==> config.mk <==
export PLATFORM = sky130hd
export DESIGN_NAME = mem_arbiter_flat
export DESIGN_NICKNAME = d
export VERILOG_FILES = /design/src/rtl/mem_arbiter_if.sv /design/src/rtl/mem_arbiter.sv /design/src/flat_wrapper.sv
export SDC_FILE = /design/constraint.sdc
export NUM_CORES = 1
export LEC_CHECK = 0
export CAP_MARGIN = 30
export CORE_UTILIZATION = 40
export CTS_CLUSTER_SIZE = 20
export DETAILED_ROUTE_END_ITERATION = 16
export PLACE_DENSITY = 0.79
export SETUP_SLACK_MARGIN = 0.2
export SLEW_MARGIN = 20
export SYNTH_ARGS = -nofsm -noshare
export SYNTH_HDL_FRONTEND = slang
export SYNTH_SLANG_ARGS = --single-unit
==> constraint.sdc <==
create_clock -name clk -period 2.45 [get_ports clk]
set_input_delay 0.245 -clock clk [delete_from_list [all_inputs] [get_ports clk]]
set_output_delay 0.245 -clock clk [all_outputs]
set_load 0.05 [all_outputs]
==> src/rtl/mem_arbiter_if.sv <==
// Signal bundle for the shared main-memory port: cache miss requests, the memory strobes,
// and the fill/done/stall returns to the pipeline.
interface mem_arbiter_if #(
  parameter int ADDR_W = 14,
  parameter int LINE_W = 64
);
  logic              i_req;
  logic [ADDR_W-1:0] i_addr;
  logic              d_req;
  logic [ADDR_W-1:0] d_addr;
  logic              d_dirty;
  logic [ADDR_W-1:0] d_wb_addr;
  logic [LINE_W-1:0] d_wb_data;
  logic [LINE_W-1:0] mem_rdata;
  logic [ADDR_W-1:0] mem_addr;
  logic [LINE_W-1:0] mem_wdata;
  logic              mem_rd;
  logic              mem_wr;
  logic [LINE_W-1:0] fill_data;
  logic              i_done;
  logic              d_done;
  logic              stall_if;
  logic              stall_mem;

  // Client side: the two caches plus the memory's read-data return.
  modport master (
    output i_req, i_addr, d_req, d_addr, d_dirty, d_wb_addr, d_wb_data, mem_rdata,
    input  mem_addr, mem_wdata, mem_rd, mem_wr, fill_data, i_done, d_done, stall_if, stall_mem
  );

  modport slave (
    input  i_req, i_addr, d_req, d_addr, d_dirty, d_wb_addr, d_wb_data, mem_rdata,
    output mem_addr, mem_wdata, mem_rd, mem_wr, fill_data, i_done, d_done, stall_if, stall_mem
  );
endinterface

==> src/rtl/mem_arbiter.sv <==
// Single-port main-memory arbiter: D-cache (writeback + fill) has priority over I-cache fills;
// each access holds its strobe for MEM_LAT cycles and the filled line is returned with a done pulse.
module mem_arbiter #(
  parameter int MEM_LAT = 4,
  parameter int ADDR_W  = 14,
  parameter int LINE_W  = 64
) (
  input  logic         clk,
  input  logic         rst_n,
  mem_arbiter_if.slave bus
);
  localparam int                CNT_W     = $clog2(MEM_LAT + 1);
  localparam logic [CNT_W-1:0]  CNT_LOAD  = CNT_W'(MEM_LAT);
  localparam logic [CNT_W-1:0]  CNT_ONE   = CNT_W'(1);
  localparam logic [LINE_W-1:0] LINE_ZERO = '0;

  typedef enum logic [2:0] {
    S_IDLE,
    S_WB,
    S_FILL_D,
    S_FILL_I,
    S_DONE_D,
    S_DONE_I
  } state_t;

  state_t            r_state;
  state_t            w_state_next;
  logic [CNT_W-1:0]  r_cnt;
  logic [ADDR_W-1:0] r_d_addr;
  logic              w_last;

  assign w_last        = (r_cnt == CNT_ONE);
  assign bus.stall_if  = bus.i_req & ~bus.i_done;
  assign bus.stall_mem = bus.d_req & ~bus.d_done;

  always_comb begin
    // NOTE: default assigned first so every path drives w_state_next and no latch is inferred.
    w_state_next = r_state;
    case (r_state)
      S_IDLE: begin
        // D is the older instruction, so it wins any tie with I.
        if (bus.d_req)      w_state_next = bus.d_dirty ? S_WB : S_FILL_D;
        else if (bus.i_req) w_state_next = S_FILL_I;
      end
      S_WB:     if (w_last) w_state_next = S_FILL_D;
      S_FILL_D: if (w_last) w_state_next = S_DONE_D;
      S_FILL_I: if (w_last) w_state_next = S_DONE_I;
      S_DONE_D,
      S_DONE_I: w_state_next = S_IDLE;
      default:  w_state_next = S_IDLE;
    endcase
  end

  // NOTE: non-blocking assignments so every register samples the pre-edge values of the others.
  always_ff @(posedge clk or negedge rst_n) begin
    if (!rst_n) begin
      r_state       <= S_IDLE;
      r_cnt         <= '0;
      r_d_addr      <= '0;
      bus.mem_addr  <= '0;
      bus.mem_wdata <= LINE_ZERO;
      bus.mem_rd    <= 1'b0;
      bus.mem_wr    <= 1'b0;
      bus.fill_data <= LINE_ZERO;
      bus.i_done    <= 1'b0;
      bus.d_done    <= 1'b0;
    end else begin
      r_state    <= w_state_next;
      // Strobes and done pulses are decoded from the next state so they align with it.
      bus.mem_rd <= (w_state_next == S_FILL_D) || (w_state_next == S_FILL_I);
      bus.mem_wr <= (w_state_next == S_WB);
      bus.d_done <= (w_state_next == S_DONE_D);
      bus.i_done <= (w_state_next == S_DONE_I);

      case (r_state)
        S_IDLE: begin
          if (w_state_next != S_IDLE) r_cnt <= CNT_LOAD;
          if (w_state_next == S_WB) begin
            bus.mem_addr  <= bus.d_wb_addr;
            bus.mem_wdata <= bus.d_wb_data;
            r_d_addr      <= bus.d_addr;
          end else if (w_state_next == S_FILL_D) begin
            bus.mem_addr  <= bus.d_addr;
          end else if (w_state_next == S_FILL_I) begin
            bus.mem_addr  <= bus.i_addr;
          end
        end
        S_WB: begin
          if (w_last) begin
            r_cnt        <= CNT_LOAD;
            bus.mem_addr <= r_d_addr;
          end else begin
            r_cnt        <= r_cnt - CNT_ONE;
          end
        end
        S_FILL_D,
        S_FILL_I: begin
          r_cnt <= r_cnt - CNT_ONE;
          if (w_last) bus.fill_data <= bus.mem_rdata;
        end
        default: ;
      endcase
    end
  end
endmodule

==> src/flat_wrapper.sv <==
// flat-port wrapper written by rule: the top's interface ports become plain ports
module mem_arbiter_flat 
#(
  parameter int MEM_LAT = 4,
  parameter int ADDR_W  = 14,
  parameter int LINE_W  = 64
)
  (clk, rst_n, bus_i_req, bus_i_addr, bus_d_req, bus_d_addr, bus_d_dirty, bus_d_wb_addr, bus_d_wb_data, bus_mem_rdata, bus_mem_addr, bus_mem_wdata, bus_mem_rd, bus_mem_wr, bus_fill_data, bus_i_done, bus_d_done, bus_stall_if, bus_stall_mem);
  mem_arbiter_if #(.ADDR_W(ADDR_W), .LINE_W(LINE_W)) bus_i ();
  input  logic clk;
  input  logic rst_n;
  input wire logic [$bits(bus_i.i_req)-1:0] bus_i_req;
  input wire logic [$bits(bus_i.i_addr)-1:0] bus_i_addr;
  input wire logic [$bits(bus_i.d_req)-1:0] bus_d_req;
  input wire logic [$bits(bus_i.d_addr)-1:0] bus_d_addr;
  input wire logic [$bits(bus_i.d_dirty)-1:0] bus_d_dirty;
  input wire logic [$bits(bus_i.d_wb_addr)-1:0] bus_d_wb_addr;
  input wire logic [$bits(bus_i.d_wb_data)-1:0] bus_d_wb_data;
  input wire logic [$bits(bus_i.mem_rdata)-1:0] bus_mem_rdata;
  output wire logic [$bits(bus_i.mem_addr)-1:0] bus_mem_addr;
  output wire logic [$bits(bus_i.mem_wdata)-1:0] bus_mem_wdata;
  output wire logic [$bits(bus_i.mem_rd)-1:0] bus_mem_rd;
  output wire logic [$bits(bus_i.mem_wr)-1:0] bus_mem_wr;
  output wire logic [$bits(bus_i.fill_data)-1:0] bus_fill_data;
  output wire logic [$bits(bus_i.i_done)-1:0] bus_i_done;
  output wire logic [$bits(bus_i.d_done)-1:0] bus_d_done;
  output wire logic [$bits(bus_i.stall_if)-1:0] bus_stall_if;
  output wire logic [$bits(bus_i.stall_mem)-1:0] bus_stall_mem;
  assign bus_i.i_req = bus_i_req;
  assign bus_i.i_addr = bus_i_addr;
  assign bus_i.d_req = bus_d_req;
  assign bus_i.d_addr = bus_d_addr;
  assign bus_i.d_dirty = bus_d_dirty;
  assign bus_i.d_wb_addr = bus_d_wb_addr;
  assign bus_i.d_wb_data = bus_d_wb_data;
  assign bus_i.mem_rdata = bus_mem_rdata;
  assign bus_mem_addr = bus_i.mem_addr;
  assign bus_mem_wdata = bus_i.mem_wdata;
  assign bus_mem_rd = bus_i.mem_rd;
  assign bus_mem_wr = bus_i.mem_wr;
  assign bus_fill_data = bus_i.fill_data;
  assign bus_i_done = bus_i.i_done;
  assign bus_d_done = bus_i.d_done;
  assign bus_stall_if = bus_i.stall_if;
  assign bus_stall_mem = bus_i.stall_mem;
  mem_arbiter #(.MEM_LAT(MEM_LAT), .ADDR_W(ADDR_W), .LINE_W(LINE_W)) u_core (.clk(clk), .rst_n(rst_n), .bus(bus_i));
endmodule
# == Word-level counts from Yosys, hierarchy flattened ==
# Cells that the tools add are included.
# Widths: inputs -> output; s select.
# op_classes
n_addsub,1
n_eq_ne,12
mux,15
n_bitwise,4
reduce_logical,10
# ops
cell,n
$mux 14,4
$pmux 14 s2,1
$mux 3,7
$eq 3x2->1 const B,4
$pmux 3 s4,1
$eq 3x1->1 const B,3
$pmux 3 s3,1
$eq 3x3->1 const B,2
$reduce_and 2->1,3
$reduce_bool 3->1,2
$ne 2x1->1 const B,2
$ne 4x1->1 const B,1
$logic_not 3->1,1
$reduce_and 3->1,1
$sub 3x1->3 const B,1
$and 1x1->1,2
$mux 2,1
$not 1->1,2
$reduce_bool 2->1,1
$reduce_or 2->1,1
$logic_or 1x1->1,1
# totals
reg_bits,166
output_inout_bits,148

# == Longest topological paths before layout ==
# Gate-level depths: netlist of the first run.
# depth
depth_word,8
mapped_depth,7
depth_no_buf,6

# == Worst setup path after synthesis of the first run ==
# No wires, ideal clock.
# synth_timing
kind,register to register
start,register u_core.r_cnt[1]
end,register u_core.bus.fill_data[0]
setup_time_ns,0.125
arrival_time_ns,1.648
slack_ns,0.677
stages_incl_launch_ff,8
path_cell_list,dfrtp_1 inv_1 ha_1 nand2b_1 nor3b_2 buf_2 buf_4 mux2_2
# synth_between
elab_chain_cells,2
# synth_rtl
element,line_no,source
"start, declared",mem_arbiter.sv:28,logic [CNT_W-1:0] r_cnt;
"start signal, assigned",mem_arbiter.sv:93,r_cnt <= r_cnt - CNT_ONE;
"start signal, assigned",mem_arbiter.sv:98,r_cnt <= r_cnt - CNT_ONE;
$eq 3x1->1,mem_arbiter.sv:32,assign w_last = (r_cnt == CNT_ONE);
$reduce_and 2->1 (no line),-,
"end signal, assigned",mem_arbiter.sv:99,if (w_last) bus.fill_data <= bus.mem_rdata;
"end, declared",mem_arbiter_if.sv:33,"output mem_addr, mem_wdata, mem_rd, mem_wr, fill_data, i_done, d_done, stall_if, stall_mem"
# No other way between the ends.
# A chain may end at the register's enable or synchronous reset.

# == Worst setup path after layout of the first run ==
# layout_timing
start,register u_core.r_cnt[1]
end,register u_core.bus.fill_data[55]
# Same word-level chain as after synthesis.

==> results of run 1 <==
## routing by layer
layer | global-route usage | vias to the layer above | wire [um]
met4 | 0.07708 | 0 | 459
met2 | 0.3663 | 201 | 9028
met1 | 0.2186 | 2404 | 6478
li1 | - | 2165 | -
met5 | 0 | - | 0
met3 | 0.08510 | 31 | 1547
## worst min path at each step
stage                                     to  slack [ns]
floorplan                  u_core.bus.d_done       -0.05
global placement    u_core.bus.fill_data[19]        0.09
detailed placement  u_core.bus.fill_data[19]        0.09
CTS                 u_core.bus.fill_data[19]        0.23
global route        u_core.bus.fill_data[19]        0.24
finish              u_core.bus.fill_data[19]        0.24
## stage by stage
stage | setup WS [ns] | util | hold slack, ns | std cells
final | 0.5214 | 0.6709 | 0.2378 | 970
after global routing | 0.4111 | 0.6709 | 0.2354 | 970
after CTS | 0.5065 | 0.6709 | 0.2273 | 970
after detailed placement | 0.4188 | 0.6335 | 0.09431 | 937
after global placement | 0.4247 | 0.6335 | 0.09329 | 937
after floorplan | 0.6771 | - | -0.05059 | 412
## power groups by stage
stage / combinational [mW] / sequential (mW) / clock [mW]
detailed placement: 9.28 / 4.91 / 0
finish: 9.24 / 4.87 / 2.64
global placement: 9.14 / 4.82 / 0
floorplan: 1.96 / 8.91 / 0
global route: 9.61 / 5.05 / 2.84
CTS: 9.32 / 4.88 / 2.71
## kinds of logic after synthesis
| group | after synthesis | synth area share |
|---|---|---|
| buffers and inverters | 26 | 0.02088 |
| AND/OR/NAND/NOR | 20 | 0.02277 |
| AO/OA/AOI/OAI | 42 | 0.05249 |
| adder cells (fa/ha/maj) | 2 | 0.003762 |
| multiplexers | 156 | 0.2754 |
| flip-flops | 166 | 0.6246 |
## state kept, by name (all words and copies together), names as in the netlist
name and flops:
u_core.bus.fill_data 64, u_core.bus.mem_wr 1, u_core.bus.mem_rd 1, u_core.bus.d_done 1, u_core.bus.i_done 1, u_core.r_cnt 3, u_core.bus.mem_wdata 64, u_core.bus.mem_addr 14
u_core.r_state 3, u_core.r_d_addr 14
## cell type report
type / instances / area (um2) / share of cell area
clock buffer: 18 / 439.2 / 0.04077
sequential: 166 / 4154 / 0.3856
tap: 216 / 270.3 / 0.02509
inverter: 2 / 7.507 / 0.0006969
clock inverter: 14 / 151.4 / 0.01405
multi-input combinational: 220 / 2376 / 0.2206
timing repair buffer: 334 / 3374 / 0.3132
## synthesized netlist by cell type (2+ instances only)
| master | number | share of area |
|---|---|---|
| a21oi_1 | 5 | 0.0038 |
| a221o_1 | 14 | 0.021 |
| a22o_1 | 14 | 0.018 |
| buf_2 | 9 | 0.0068 |
| buf_4 | 4 | 0.0045 |
| buf_6 | 2 | 0.0034 |
| clkbuf_1 | 9 | 0.0051 |
| dfrtp_1 | 166 | 0.62 |
| ha_1 | 2 | 0.0038 |
| inv_1 | 2 | 0.0011 |
| mux2_2 | 136 | 0.23 |
| mux2_4 | 20 | 0.045 |
| nand2_1 | 3 | 0.0017 |
| nand2b_1 | 2 | 0.0019 |
| nor2_1 | 2 | 0.0011 |
| nor2b_1 | 3 | 0.0028 |
| o21a_1 | 2 | 0.0023 |
| o21ai_0 | 4 | 0.0030 |
## repair_timing
item,in CTS,in global routing
setup endpoints to repair,0,0
hold endpoints to repair,16,0
hold buffers,1,0
## cell usage in the layout, fill, tap and decap left out, types with 2 or more instances in the layout
cell type | Yosys | routed
clkdlybuf4s50_1 | 0 | 319
dfrtp_1 | 166 | 166
mux2_2 | 136 | 136
mux2_4 | 20 | 20
clkbuf_16 | 0 | 17
a22o_1 | 14 | 14
a221o_1 | 14 | 14
buf_4 | 4 | 8
a21oi_1 | 5 | 5
clkinvlp_4 | 0 | 5
buf_12 | 0 | 5
o21ai_0 | 4 | 4
nand2_1 | 3 | 3
nor2b_1 | 3 | 3
inv_6 | 0 | 3
inv_1 | 2 | 2
nand2b_1 | 2 | 2
o21a_1 | 2 | 2
nor2_1 | 2 | 2
ha_1 | 2 | 2
clkinv_2 | 0 | 2
clkinv_4 | 0 | 2
bufinv_16 | 0 | 2
## worst max-delay path, delay by kind of cell (launching register included)
kind	cells	cell delay [ns]
adder cells (fa/ha/maj)	1	0.16
buffers and inverters	2	0.44
flip-flops	1	0.36
multiplexers	1	0.38
AND/OR/NAND/NOR	2	0.42
==> qor.yml, run 1 <==
setup_path:
  startpoint: "u_core.r_cnt[1]"
  startpoint_type: "flop"
  r2r_end: "u_core.bus.fill_data[55]"
  crit_chain: "inv_1 -> ha_1 -> nand2b_1 -> nor3b_4 -> buf_12 -> mux2_2"
  worst_setup_path_end_kind: "flop"
  critical_path.max_fanout: 67
  reg2reg_slack_ns: 0.52
  critPathSlowestCell: "mux2_2"
  path_class: "flop to flop"
  reg2reg_from: "u_core.r_cnt[1]"
  worstPathArrival_ns: 2.22
  required_ns: 2.74
  cp-endpoint: "u_core.bus.fill_data[55]"
  critPathMaxStageDelay_ns: 0.38
  rr_worst_depth: 6
floorplan:
  rows: 46
  pin_count: 323
  fp.dieH_um: 130.9
  core_area_mm2: 0.01606
  design.die.area_mm2: 0.01715
  start_util: 0.4141
  dieWidth_um: 130.9
power:
  intPower_mw: 9.234
  p_total_mw: 16.75
  power_leakage_nw: 4.585
  pwr-share-clk: 0.158
  p_comb_frac: 0.551
  powerDensity_mw_per_mm2: 1555
  swShare: 0.4489
  p_sw_mw: 7.521
  seqPwrFrac: 0.291
  ir_worst_vdd_v: 0.001163
cts:
  ctsHtreeMaxLevel: 4
  cts_tree: "yes"
  cts_resized: 0
  post-cts-setup-buffer-count: 0
  clk_latency_ns: 0.41
  clockRootBuffer: "clkbuf_16"
  cts_buffers: 17
  ctsLongestPathBuffers: 2
  clkTransAtPathRegs_ns: 0.06
  clock_sinks: 166
outcome:
  status: "finished, final reports clean"
route:
  wl_per_cell_um: 18.05
  viasPerCell: 4.949
  drc: 0
  num_vias: 4801
  drtAntennaViolNets: 0
  detail_route.iter0.violations: 206
  first_pass_iters: 6
  drt_wl_total_mm: 17.51
yosys:
  synth_ff_type: "dfrtp_1"
  synth-edff-count: 0
  ys_seq_area_frac: 0.6246
  synth_area_mm2: 0.006650
  synth.avg_cell_area_um2: 16.14
  synthesis.instances: 412
  synthArstFlopShare: 1.000
  synth-seq-cells: 166
  synth_nets: 589
  ys_warn_count: 0
  synth_cell_types: 31
place:
  port_buffers: 322
  dpl-instance-area_mm2: 0.01017
  place.gp.congestion: 0.7848
  place_hpwl_mm: 13.03
timing:
  finClkSkew_ns: 0.008918
  setup_tns_ns: 0
  finalCritPeriodShare: 0.7872
  hold_viol: 0
  finalSetupViolations: 0
  slew_violations: 0
  min_period_ns: 1.929
  max-slew-margin-rel: 0.6213
  tightest_slew_ns: 0.5662
  rsz0062_at_grt: "no"
  fmax_mhz: 518.5
global_routing:
  grt.total_usage: 0.2064
  grt_max_degree: 78
  gr-total-overflow: 0
  grt_pass1_wl_mm: 26.65
  antenna_found_initial: 0
  grt_pass1_vias: 5233
layout:
  n_fill_cell: 1135
  final_cell_area_mm2: 0.01077
  nNetsFinal: 918
  drive_gt1_frac: 0.2759
  area.growth.synth_to_final_pct: 61.99
  diodes: 0
job:
  drv_cap: 0
worst_hold_path:
  hp-class: "input pin to asynchronous set/reset pin"
(Power assumes the default switching activity.)
==> run 2: changes to the inputs <==
- clock period: 2.45 -> 1.9 ns (I/O delays scaled with it)
==> qor.yml, run 2 (same netlist as run 1, synthesis figures left out) <==
place:
  post-place-cells: 946  # +0.96%
  port_buffers: 322  # unchanged
  place_hpwl_mm: 13.54  # +3.9%
  dp_slack_ns: 0.02676  # -0.3920 ns
  place.gp.congestion: 0.7834  # -0.18%
cts:
  ctsHtreeMaxLevel: 4  # unchanged
  cts_tree: "yes"
  cts_buffers: 17  # unchanged
  ctsLongestPathBuffers: 2  # unchanged
  clkTransAtPathRegs_ns: 0.07  # about the same
  clock_sinks: 166  # unchanged
  clockRootBuffer: "clkbuf_16"
  clk_latency_ns: 0.43  # +0.02 ns
layout:
  regArea_mm2: 0.004156  # about the same
  nNetsFinal: 948  # +3.3%
  final_core_util: 0.7058  # +0.03491
  multi_input_area_mm2: 0.002597  # +9.3%
  final_cells: 1000  # +3.1%
  diodes: 0  # unchanged
  reg_top3: "u_core.bus.fill_data x64, u_core.bus.mem_wdata x64"
  n_fill_cell: 1073  # -5.5%
  final_common_cell: "clkdlybuf4s50_1"
  drive_gt1_frac: 0.3099  # +0.03409
  mostFrequentLayoutCells: "173 x clkdlybuf4s50_1, 164 x dfrtp_1, 146 x dlygate4sd2_1, 87 x mux2_2, 69 x mux2_4"
  area.growth.synth_to_final_pct: 70.42
route:
  num_vias: 4964  # +3.4%
  first_pass_iters: 4  # -2
  drc: 0  # unchanged
  viasPerCell: 4.964  # +0.29%
  drt_wl_total_mm: 20.13  # +15%
  wl_per_cell_um: 20.13  # +12%
  detail_route.iter0.violations: 170  # -17%
  drtAntennaViolNets: 0  # unchanged
setup_path:
  critPathSlowestCell: "dfrtp_1"
  r2r_end: "u_core.bus.fill_data[39]"
  startpoint_type: "flop"
  worstPathArrival_ns: 2.08  # -0.14 ns
  reg2reg_slack_ns: 0.13  # -0.39 ns
  rr_worst_depth: 7  # +1
  critPathMaxStageDelay_ns: 0.38  # about the same
  required_ns: 2.21  # -0.53 ns
  critPathTopFamily: "buffers and inverters"
  worst_setup_path_end_kind: "flop"
  crit_chain: "inv_2 -> ha_4 -> nand2b_4 -> nor3b_4 -> buf_6 -> clkbuf_16 -> mux2_4"
  reg2reg_from: "u_core.r_cnt[1]"
  path_class: "flop to flop"
  critical_path.max_fanout: 7  # -90%
  crit_buf_inv: 3  # +1
global_routing:
  gr-total-overflow: 0  # unchanged
  grt_pass1_vias: 5388  # +3.0%
  grt.total_usage: 0.2294  # +0.02299
  antenna_found_initial: 2  # +2
  grt_max_degree: 61  # -22%
  grt_pass1_wl_mm: 29.11  # +9.2%
timing:
  layout_setup_ws_ns: 0.1323  # -0.3891 ns
  finalCritPeriodShare: 0.9304  # +0.1432
  fmax_mhz: 565.7  # +9.1%
  setup_tns_ns: 0  # unchanged
  max-slew-margin-rel: 0.6070  # -0.01428
  min_period_ns: 1.768  # -0.1609 ns
  finClkSkew_ns: 0.008497  # -0.0004207 ns
  rsz0062_at_grt: "yes"
  finalSetupViolations: 0  # unchanged
  tightest_slew_ns: 0.5894  # +0.02319 ns
  hold_viol: 0  # unchanged
  slew_violations: 0  # unchanged
job:
  drv_cap: 0  # unchanged
power:
  powerDensity_mw_per_mm2: 1927  # +24%
  power_leakage_nw: 5.311  # +16%
  ir_worst_vdd_v: 0.001257  # +8.0%
floorplan:
  design.die.area_mm2: 0.01715  # unchanged
  pin_count: 323  # unchanged
  fp.dieH_um: 130.9  # unchanged
  rows: 46  # unchanged
  core_area_mm2: 0.01606  # unchanged
  dieWidth_um: 130.9  # unchanged
  start_util: 0.4141  # unchanged
worst_hold_path:
  hp-class: "input pin to asynchronous set/reset pin"
outcome:
  status: "finished, final reports clean"
-- run 2: cell types whose count changed in the layout (fill, tap and decap cells not counted), moves of 4 or more --
cell	previous run	this run
clkinvlp_4	5	1
buf_4	8	19
buf_12	5	11
buf_6	1	6
clkbuf_16	17	21
dlygate4sd2_1	0	146
buf_16	0	4
clkdlybuf4s50_1	319	173
mux2_2	136	87
mux2_4	20	69
-- run 2: worst max-delay path by stage --
stage / start / end / slack (ns) / depth (start not counted)
after global routing: u_core.r_cnt[1] / u_core.bus.fill_data[39] / 0.09 / 7
after global placement: bus_d_req / u_core.bus.mem_wdata[44] / 0.06 / 5
after detailed placement: bus_d_req / u_core.bus.mem_wdata[46] / 0.03 / 5
after floorplan: u_core.r_cnt[1] / u_core.bus.fill_data[0] / 0.19 / 7
after CTS: u_core.r_cnt[1] / u_core.bus.fill_data[51] / 0.18 / 7
final: u_core.r_cnt[1] / u_core.bus.fill_data[39] / 0.13 / 7
-- run 2: power by group --
group	internal, mW	switching [mW]	leakage, nW
logic	4.30	7.60	2.98
clock network	2.30	1.41	0.316
registers	5.28	0.942	2.02
-- run 2: repair_timing --
action	in CTS	in global routing
setup endpoints to repair	299	89
endpoints found under the hold margin	56	0
pin swaps	3	2
gates resized for setup	159	51
buffers inserted	6	7
hold buffers	1	0
gates cloned	4	4
-- run 2: cell type report --
cell class / count / share of cell area
clock inverter: 12 / 0.01535
clock buffer: 20 / 0.04118
tap: 216 / 0.02385
inverter: 2 / 0.0006624
timing repair buffer: 364 / 0.3230
multi-input combinational: 220 / 0.2292
sequential: 166 / 0.3667
-- run 2: stage by stage --
stage	cell area, um2	power [mW]	hold WS, ns
6_report	11330	21.84	0.3126
5_1_grt	11330	22.77	0.3546
4_1_cts	10990	21.36	0.3298
3_5_place_dp	10330	18.43	0.2148
3_3_place_gp	10330	18.16	0.1975
2_1_floorplan	6671	14.04	-0.1056
-- run 2: routing by layer --
metal  GRT usage  routed length [um]
met2      0.3968               10470
met4      0.1014                 522
met1      0.2544                7689
met3     0.08103                1455
met5           0                   0
==> run 3: changes to the inputs <==
- CORE_UTILIZATION: 40 -> 35
- PLACE_DENSITY: 0.79 -> 0.71
- REMOVE_ABC_BUFFERS: not set -> 1
- SKIP_CTS_REPAIR_TIMING: not set -> 1
==> qor.yml, run 3 (same netlist as run 1, synthesis figures left out) <==
job:
  drv_cap: 0  # unchanged
timing:
  finalSetupViolations: 0  # unchanged
  fmax_mhz: 552.1  # -2.4%
  min_period_ns: 1.811  # +0.04350 ns
  finClkSkew_ns: 0.01086  # +0.002362 ns
  max-slew-margin-rel: 0.5920  # -0.01506
  hold_viol: 0  # unchanged
  tightest_slew_ns: 0.6120  # +0.02259 ns
  slew_violations: 0  # unchanged
  finalCritPeriodShare: 0.9533  # +0.02290
  rsz0062_at_grt: "yes"
layout:
  reg_top3: "u_core.bus.fill_data x64, u_core.bus.mem_wdata x64"
  diodes: 0  # unchanged
  nNetsFinal: 957  # +0.95%
  mostFrequentLayoutCells: "173 x clkdlybuf4s50_1, 164 x dfrtp_1, 146 x dlymetal6s2s_1, 90 x mux2_2, 66 x mux2_4"
  area.growth.synth_to_final_pct: 78.36
  final_cell_area_mm2: 0.01186  # +4.7%
  final_common_cell: "clkdlybuf4s50_1"
  drive_gt1_frac: 0.3173  # +0.007371
  final_core_util: 0.6362  # -0.06954
floorplan:
  design.die.area_mm2: 0.01956  # +14%
  pin_count: 323  # unchanged
  dieWidth_um: 139.8  # +6.8%
  fp.dieH_um: 139.8  # +6.8%
  start_util: 0.3567  # -0.05742
  core_area_mm2: 0.01864  # +16%
  rows: 50  # +8.7%
worst_hold_path:
  hp-class: "input pin to asynchronous set/reset pin"
route:
  drtAntennaViolNets: 0  # unchanged
  num_vias: 4926  # -0.77%
  drc: 0  # unchanged
  m1WireLength_mm: 7.644  # -0.59%
  wl_met3_mm: 1.410  # -3.1%
  first_pass_iters: 6  # +2
  top_layer: "met4"
  drt_wl_total_mm: 19.69  # -2.2%
  viasPerCell: 4.806  # -3.2%
  wl_per_cell_um: 19.21  # -4.6%
  detail_route.iter0.violations: 109  # -36%
  dr_wl_met2_mm: 10.13  # -3.2%
cts:
  ctsLongestPathBuffers: 2  # unchanged
  ctsHtreeMaxLevel: 4  # unchanged
  clk_latency_ns: 0.42  # about the same
  clock_sinks: 166  # unchanged
  clockRootBuffer: "clkbuf_16"
  cts_buffers: 17  # unchanged
  clkTransAtPathRegs_ns: 0.07  # about the same
  cts_tree: "yes"
setup_path:
  worstPathArrival_ns: 2.12  # +0.04 ns
  worst_setup_path_end_kind: "flop"
  startpoint_type: "flop"
  critical_path.max_fanout: 7  # unchanged
  required_ns: 2.21  # about the same
  path_class: "flop to flop"
power:
  ir_worst_vdd_v: 0.001222  # -2.8%
  powerDensity_mw_per_mm2: 1885  # -2.2%
  power_leakage_nw: 6.603  # +24%
global_routing:
  grt_max_degree: 61  # unchanged
  gr-total-overflow: 0  # unchanged
  grt_pass1_wl_mm: 29.16  # +0.16%
  grt_pass1_vias: 5476  # +1.6%
  grt.total_usage: 0.1934  # -0.03605
  antenna_found_initial: 0  # -2
place:
  place_hpwl_mm: 13.79  # +1.8%
  port_buffers: 322  # unchanged
  place.gp.congestion: 0.7773  # -0.78%
  dpl-instance-area_mm2: 0.01044  # +1.1%
outcome:
  status: "finished, final reports clean"
## run 3: cell count changes in the layout (fill, tap and decap cells not counted), sizes merged
cell,previous run,this run
dlygate4sd2,146,0
clkinv,6,3
clkinvlp,1,5
bufinv,4,1
dlymetal6s2s,0,146
buf,40,49
## run 3: cell type report
| type | instances | area (um2) |
|---|---|---|
| fillers | 1342 | 6782 |
| repair buffers | 373 | 4264 |
| flip-flops and latches | 166 | 4156 |
| multi-input cells | 220 | 2575 |
| clock buffers | 20 | 466.7 |
| well taps | 234 | 292.8 |
| clock inverters | 10 | 98.84 |
| inverters | 2 | 7.507 |
## run 3: critical path, cell delays in order (launching register included)
cell and delay (ns):
dfrtp_1 0.37, inv_2 0.07, ha_4 0.14, nand2b_4 0.07, nor3b_4 0.28, buf_12 0.16
buf_12 0.14, clkbuf_16 0.16, mux2_4 0.30
## run 3: layer usage
layer,vias up,global-route usage
met5,-,0
met4,0,0.07750
met3,34,0.07502
met2,196,0.3355
met1,2448,0.2116
li1,2248,-
## run 3: power by group
part / internal [mW] / total, mW / switching, mW
Clock: 1.90 / 3.34 / 1.44
Sequential: 5.28 / 6.25 / 0.969
Combinational: 5.21 / 12.8 / 7.56
Total: 12.4 / 22.4 / 9.98
## run 3: path summary, 6_finish.rpt
| path | from | end | slack (ns) | depth (start not counted) |
|---|---|---|---|---|
| setup / recovery | u_core.r_cnt[1] | u_core.bus.fill_data[3] | 0.09 | 8 |
| hold / removal | rst_n | u_core.bus.fill_data[27] | 0.34 | 2 |
| setup reg to reg | u_core.r_cnt[1] | u_core.bus.fill_data[3] | 0.09 | 8 |
| hold reg to reg | u_core.bus.fill_data[20] | u_core.bus.fill_data[20] | 0.50 | 1 |
| max in group asynchronous | rst_n | u_core.bus.mem_wdata[43] | 0.89 | 3 |
| min in group clk | bus_d_wb_data[52] | u_core.bus.mem_wdata[52] | 0.38 | 2 |
## run 3: per-stage QoR
step / setup slack (ns) / total power [mW] / setup TNS (ns) / instances / hold WS [ns]
2_1_floorplan: -1.943 / 13.96 / -198.70 / 388 / -0.1056
3_3_place_gp: 0.07152 / 18.28 / 0 / 976 / 0.2125
3_5_place_dp: 0.03237 / 18.55 / 0 / 976 / 0.2247
4_1_cts: 0.02570 / 21.96 / 0 / 1006 / -0.2383
5_1_grt: 0.004098 / 23.29 / 0 / 1025 / 0.3581
6_report: 0.08878 / 22.36 / 0 / 1025 / 0.3435
==> RTL edit 1, RTL diff (settings of run 1) <==
The 6 states of `state_t` get a Gray code encoding in 3 bits.
--- a/src/rtl/mem_arbiter.sv
+++ b/src/rtl/mem_arbiter.sv
@@ -16,10 +16,10 @@
 
   typedef enum logic [2:0] {
-    S_IDLE,
-    S_WB,
-    S_FILL_D,
-    S_FILL_I,
-    S_DONE_D,
-    S_DONE_I
+    S_IDLE   = 3'b000,
+    S_WB     = 3'b001,
+    S_FILL_D = 3'b011,
+    S_FILL_I = 3'b010,
+    S_DONE_D = 3'b110,
+    S_DONE_I = 3'b111
   } state_t;
 
Function: no difference found for any inputs over 4 cycles, from zero or initial values and one cycle with rst_n low; so few cycles prove little.
==> RTL edit 1 against run 1 <==
Sequential power is essentially flat; total power grew 3.7%; critical path type unchanged; via count grew 6.6%; sequential share of layout area shrank 0.29 points; final area grew 0.76%; die area grew 1.8%; area after synthesis grew 1.8%; utilization shrank 1.6 points; sequential cell count is the same; synthesized cell count grew 10%; routed wire length grew 7.9%; setup slack lost 0.038 ns.
==> RTL edit 1: results <==
set metrics [dict create \
    clock_skew_ns 0.00841 \
    vdd_drop_max_uv 960 \
    drive_gt1_share_pct 25.2 \
    worst_hold_path_type "input pin to flip-flop" \
    route.vias.total 5120 \
    grt_pass1_vias 5566 \
    routed_wl_um 18900 \
    worst-path-max-fanout 14 \
    status "complete, no violations" \
    r2r_cells 6 \
    ys_types 36 \
    cp.arrival_ns 2.29 \
    met3_usage_pct 4.54 \
    r2r_end "u_core.bus.mem_addr[5]" \
    holdWs_ns 0.397 \
    wl_met2_um 9950 \
    met3_length_um 1090 \
    grt_max_degree 75 \
    hold-path-cell-count 3 \
    antenna_cells 0 \
    grt_pass1_wl_um 30200 \
    rr_startpoint "u_core.r_cnt[1]" \
    place_congestion 0.852 \
    final.fill_count 1212 \
    cts-hold-fix-buffers 1 \
    r2r_slack_ns 0.48 \
    synth_nets 630 \
    placed_cells 982 \
    p_leak_nw 4.42 \
    dp_hpwl_um 14100 \
    area_growth_pct 60.3 \
    path_clk_slew_ns 0.07 \
    synthTopCellsByCount "166 x dfrtp_1, 122 x mux2_2, 20 x mux2_4" \
    synth.area.top_cells "dfrtp_1 61%, mux2_2 20%, mux2_4 4.4%" \
    track_usage_pct 22.4 \
    use_met1_pct 25.7 \
    met2_usage_pct 40.2 \
    dpl-instance-area_mm2 0.0103 \
    slowest_delay_ns 0.58 \
    wl_met1_um 7220 \
    firstDrtPassIters 4 \
    slowest_stage "a32o_1" \
    antenna_found_initial 0 \
    drt_iter0_drc 219 \
    async_flop_share_pct 100 \
    vias_per_cell 5.04 \
    post-place-ws_ns 0.306 \
    synth_seq_area_share_pct 61.3 \
    timing.slew.headroom_pct 52.6 \
    netlist_instances 453 \
    layout.nets 959 \
]
## RTL edit 1: area by class of cell
class	count	area (µm²)	area share, %
multi-input cells	256	2420	22.3
clock buffers	20	457	4.21
clock inverters	12	115	1.06
repair buffers	338	3420	31.5
flip-flops and latches	166	4150	38.3
inverters	3	11.3	0.104
well taps	220	275	2.54
## RTL edit 1: kinds of logic after synthesis
family / after synthesis / share of synthesized area [%]
mux: 142 / 24.7
simple gates: 40 / 3.31
buf+inv: 31 / 3.07
compound gates: 71 / 7.06
fa+ha+maj: 2 / 0.369
flops: 166 / 61.3
xor+xnor: 1 / 0.129
## RTL edit 1: power by group
group | switching (mW) | internal [mW] | total (mW)
logic | 6.17 | 3.77 | 9.94
registers | 0.764 | 4.11 | 4.87
clock network | 1.10 | 1.47 | 2.57
total | 8.03 | 9.35 | 17.4
## RTL edit 1: worst max-delay path: cells and delay by family, from the launching register on
kind	cells	cell delay [ns]
buf+inv	1	0.10
simple gates	1	0.20
compound gates	3	1.00
fa+ha+maj	1	0.22
flops	1	0.36
## RTL edit 1: how the worst max path moves through the flow
stage / start / endpoint / slack, ns / depth (start not counted)
2_1_floorplan: u_core.r_cnt[0] / u_core.bus.mem_addr[10] / 0.75 / 6
3_3_place_gp: bus_d_req / u_core.bus.mem_addr[13] / 0.25 / 5
3_5_place_dp: bus_d_req / u_core.bus.mem_addr[4] / 0.31 / 5
4_1_cts: u_core.r_cnt[1] / u_core.bus.mem_addr[5] / 0.46 / 6
5_1_grt: u_core.r_cnt[1] / u_core.bus.mem_addr[5] / 0.36 / 6
6_report: u_core.r_cnt[1] / u_core.bus.mem_addr[5] / 0.48 / 6
==> RTL edit 2, RTL diff (config.mk and constraints of run 1) <==
Without the edit above. `MEM_LAT` is set to 4 in 2 places; all go to 2.
--- a/src/rtl/mem_arbiter.sv
+++ b/src/rtl/mem_arbiter.sv
@@ -2,5 +2,5 @@
 // each access holds its strobe for MEM_LAT cycles and the filled line is returned with a done pulse.
 module mem_arbiter #(
-  parameter int MEM_LAT = 4,
+  parameter int MEM_LAT = 2,
   parameter int ADDR_W  = 14,
   parameter int LINE_W  = 64
--- a/src/flat_wrapper.sv
+++ b/src/flat_wrapper.sv
@@ -2,5 +2,5 @@
 module mem_arbiter_flat 
 #(
-  parameter int MEM_LAT = 4,
+  parameter int MEM_LAT = 2,
   parameter int ADDR_W  = 14,
   parameter int LINE_W  = 64
Check against the original RTL: not equivalent (a bounded check fails within 4 cycles, from zero or initial values and one cycle with rst_n low).
==> RTL edit 2 against run 1 <==
Sequential power down 0.8%; first-iteration DRC count up 15%; setup slack worse by 0.19 ns; final area up 2.8%; routed wire length up 12%; critical path depth down 1; fmax down 8.8%; critical endpoint is now u_core.bus.mem_addr[8]; final cell count up 18%; largest cell class unchanged; area after synthesis up 3.6%; total power up 7.6%; sequential cell count down 1; synthesized cell count up 44%; count of clock-buffer cells in the layout up 4.
==> RTL edit 2: results <==
set metrics [dict create \
    post-place-ws_ns 0.119 \
    vdd_drop_max_uv 898 \
    track_usage_pct 23.1 \
    slowest_stage "or3_1" \
    synth_nets 769 \
    holdWs_ns 0.310 \
    met3_length_um 1670 \
    synthXorXnorAreaFrac_pct 0 \
    grt_max_degree 67 \
    synth.area.top_cells "dfrtp_1 60%, mux2_2 13%, nand2_1 11%" \
    fin_cells 1146 \
    rr_startpoint "u_core.r_state[1]" \
    swShare_pct 47.5 \
    grt_pass1_wl_um 31800 \
    ys_types 36 \
    clock_skew_ns 0.0162 \
    grt_pass1_vias 6107 \
    synth_compound_gate_area_share_pct 10.0 \
    dpl-instance-area_mm2 0.0104 \
    dp_hpwl_um 14500 \
    synth_seq_area_share_pct 59.9 \
    synthTopCellsByCount "207 x nand2_1, 165 x dfrtp_1, 78 x mux2_2" \
    r2r_cells 5 \
    start_kind "flip-flop" \
    yosys-mux-area-fraction_pct 13.2 \
    pg_comb_mw 10.4 \
    slowest_delay_ns 0.53 \
    cts_resized 0 \
    firstDrtPassIters 4 \
    wl_met2_um 10000 \
    finalWorstSetupSlack_ns 0.336 \
    routed_wl_um 19700 \
    antenna_cells 0 \
    vias_per_cell 4.98 \
    p_seq_mw 4.83 \
    worst-path-max-fanout 10 \
    r2r_end "u_core.bus.mem_addr[8]" \
    status "complete, no violations" \
    htree_levels 4 \
    drt_iter0_drc 237 \
    synth_fa_ha_area_share_pct 0.363 \
    p_leak_nw 4.80 \
    drive_gt1_share_pct 15.8 \
    seqPwrFrac_pct 26.8 \
    place_congestion 0.810 \
    avgSynthCellArea_um2 11.6 \
]
RTL edit 2: changes by cell type in the layout (fill, tap and decap cells not counted), sizes merged, moves of 4 or more:
cell,delta
buf,+6
o221ai,+15
clkbuf,+4
a22o,-14
a221o,-14
a311oi,+14
a2111oi,+13
mux2,-78
o31ai,+14
nand2,+203
RTL edit 2: layout make-up:
class / instances / area, µm²
multi-input combinational: 383 / 2570
fill: 1291 / 5630
timing repair buffer: 341 / 3450
inverter: 5 / 18.8
sequential: 165 / 4130
clock buffer: 22 / 484
tap: 220 / 275
clock inverter: 10 / 141
RTL edit 2: critical path, delay by kind of cell (launching register included):
family	cells	cell delay [ns]
DFF	1	0.48
buffers and inverters	1	0.27
AOI/OAI and AO/OA	2	0.41
and+or+nand+nor	2	0.84
RTL edit 2: routing by layer:
layer  track usage, %  vias to the layer above
met5                0                        -
met1             27.0                     2760
li1                 -                     2676
met2             38.7                      237
met4             9.85                        0
met3             7.95                       36
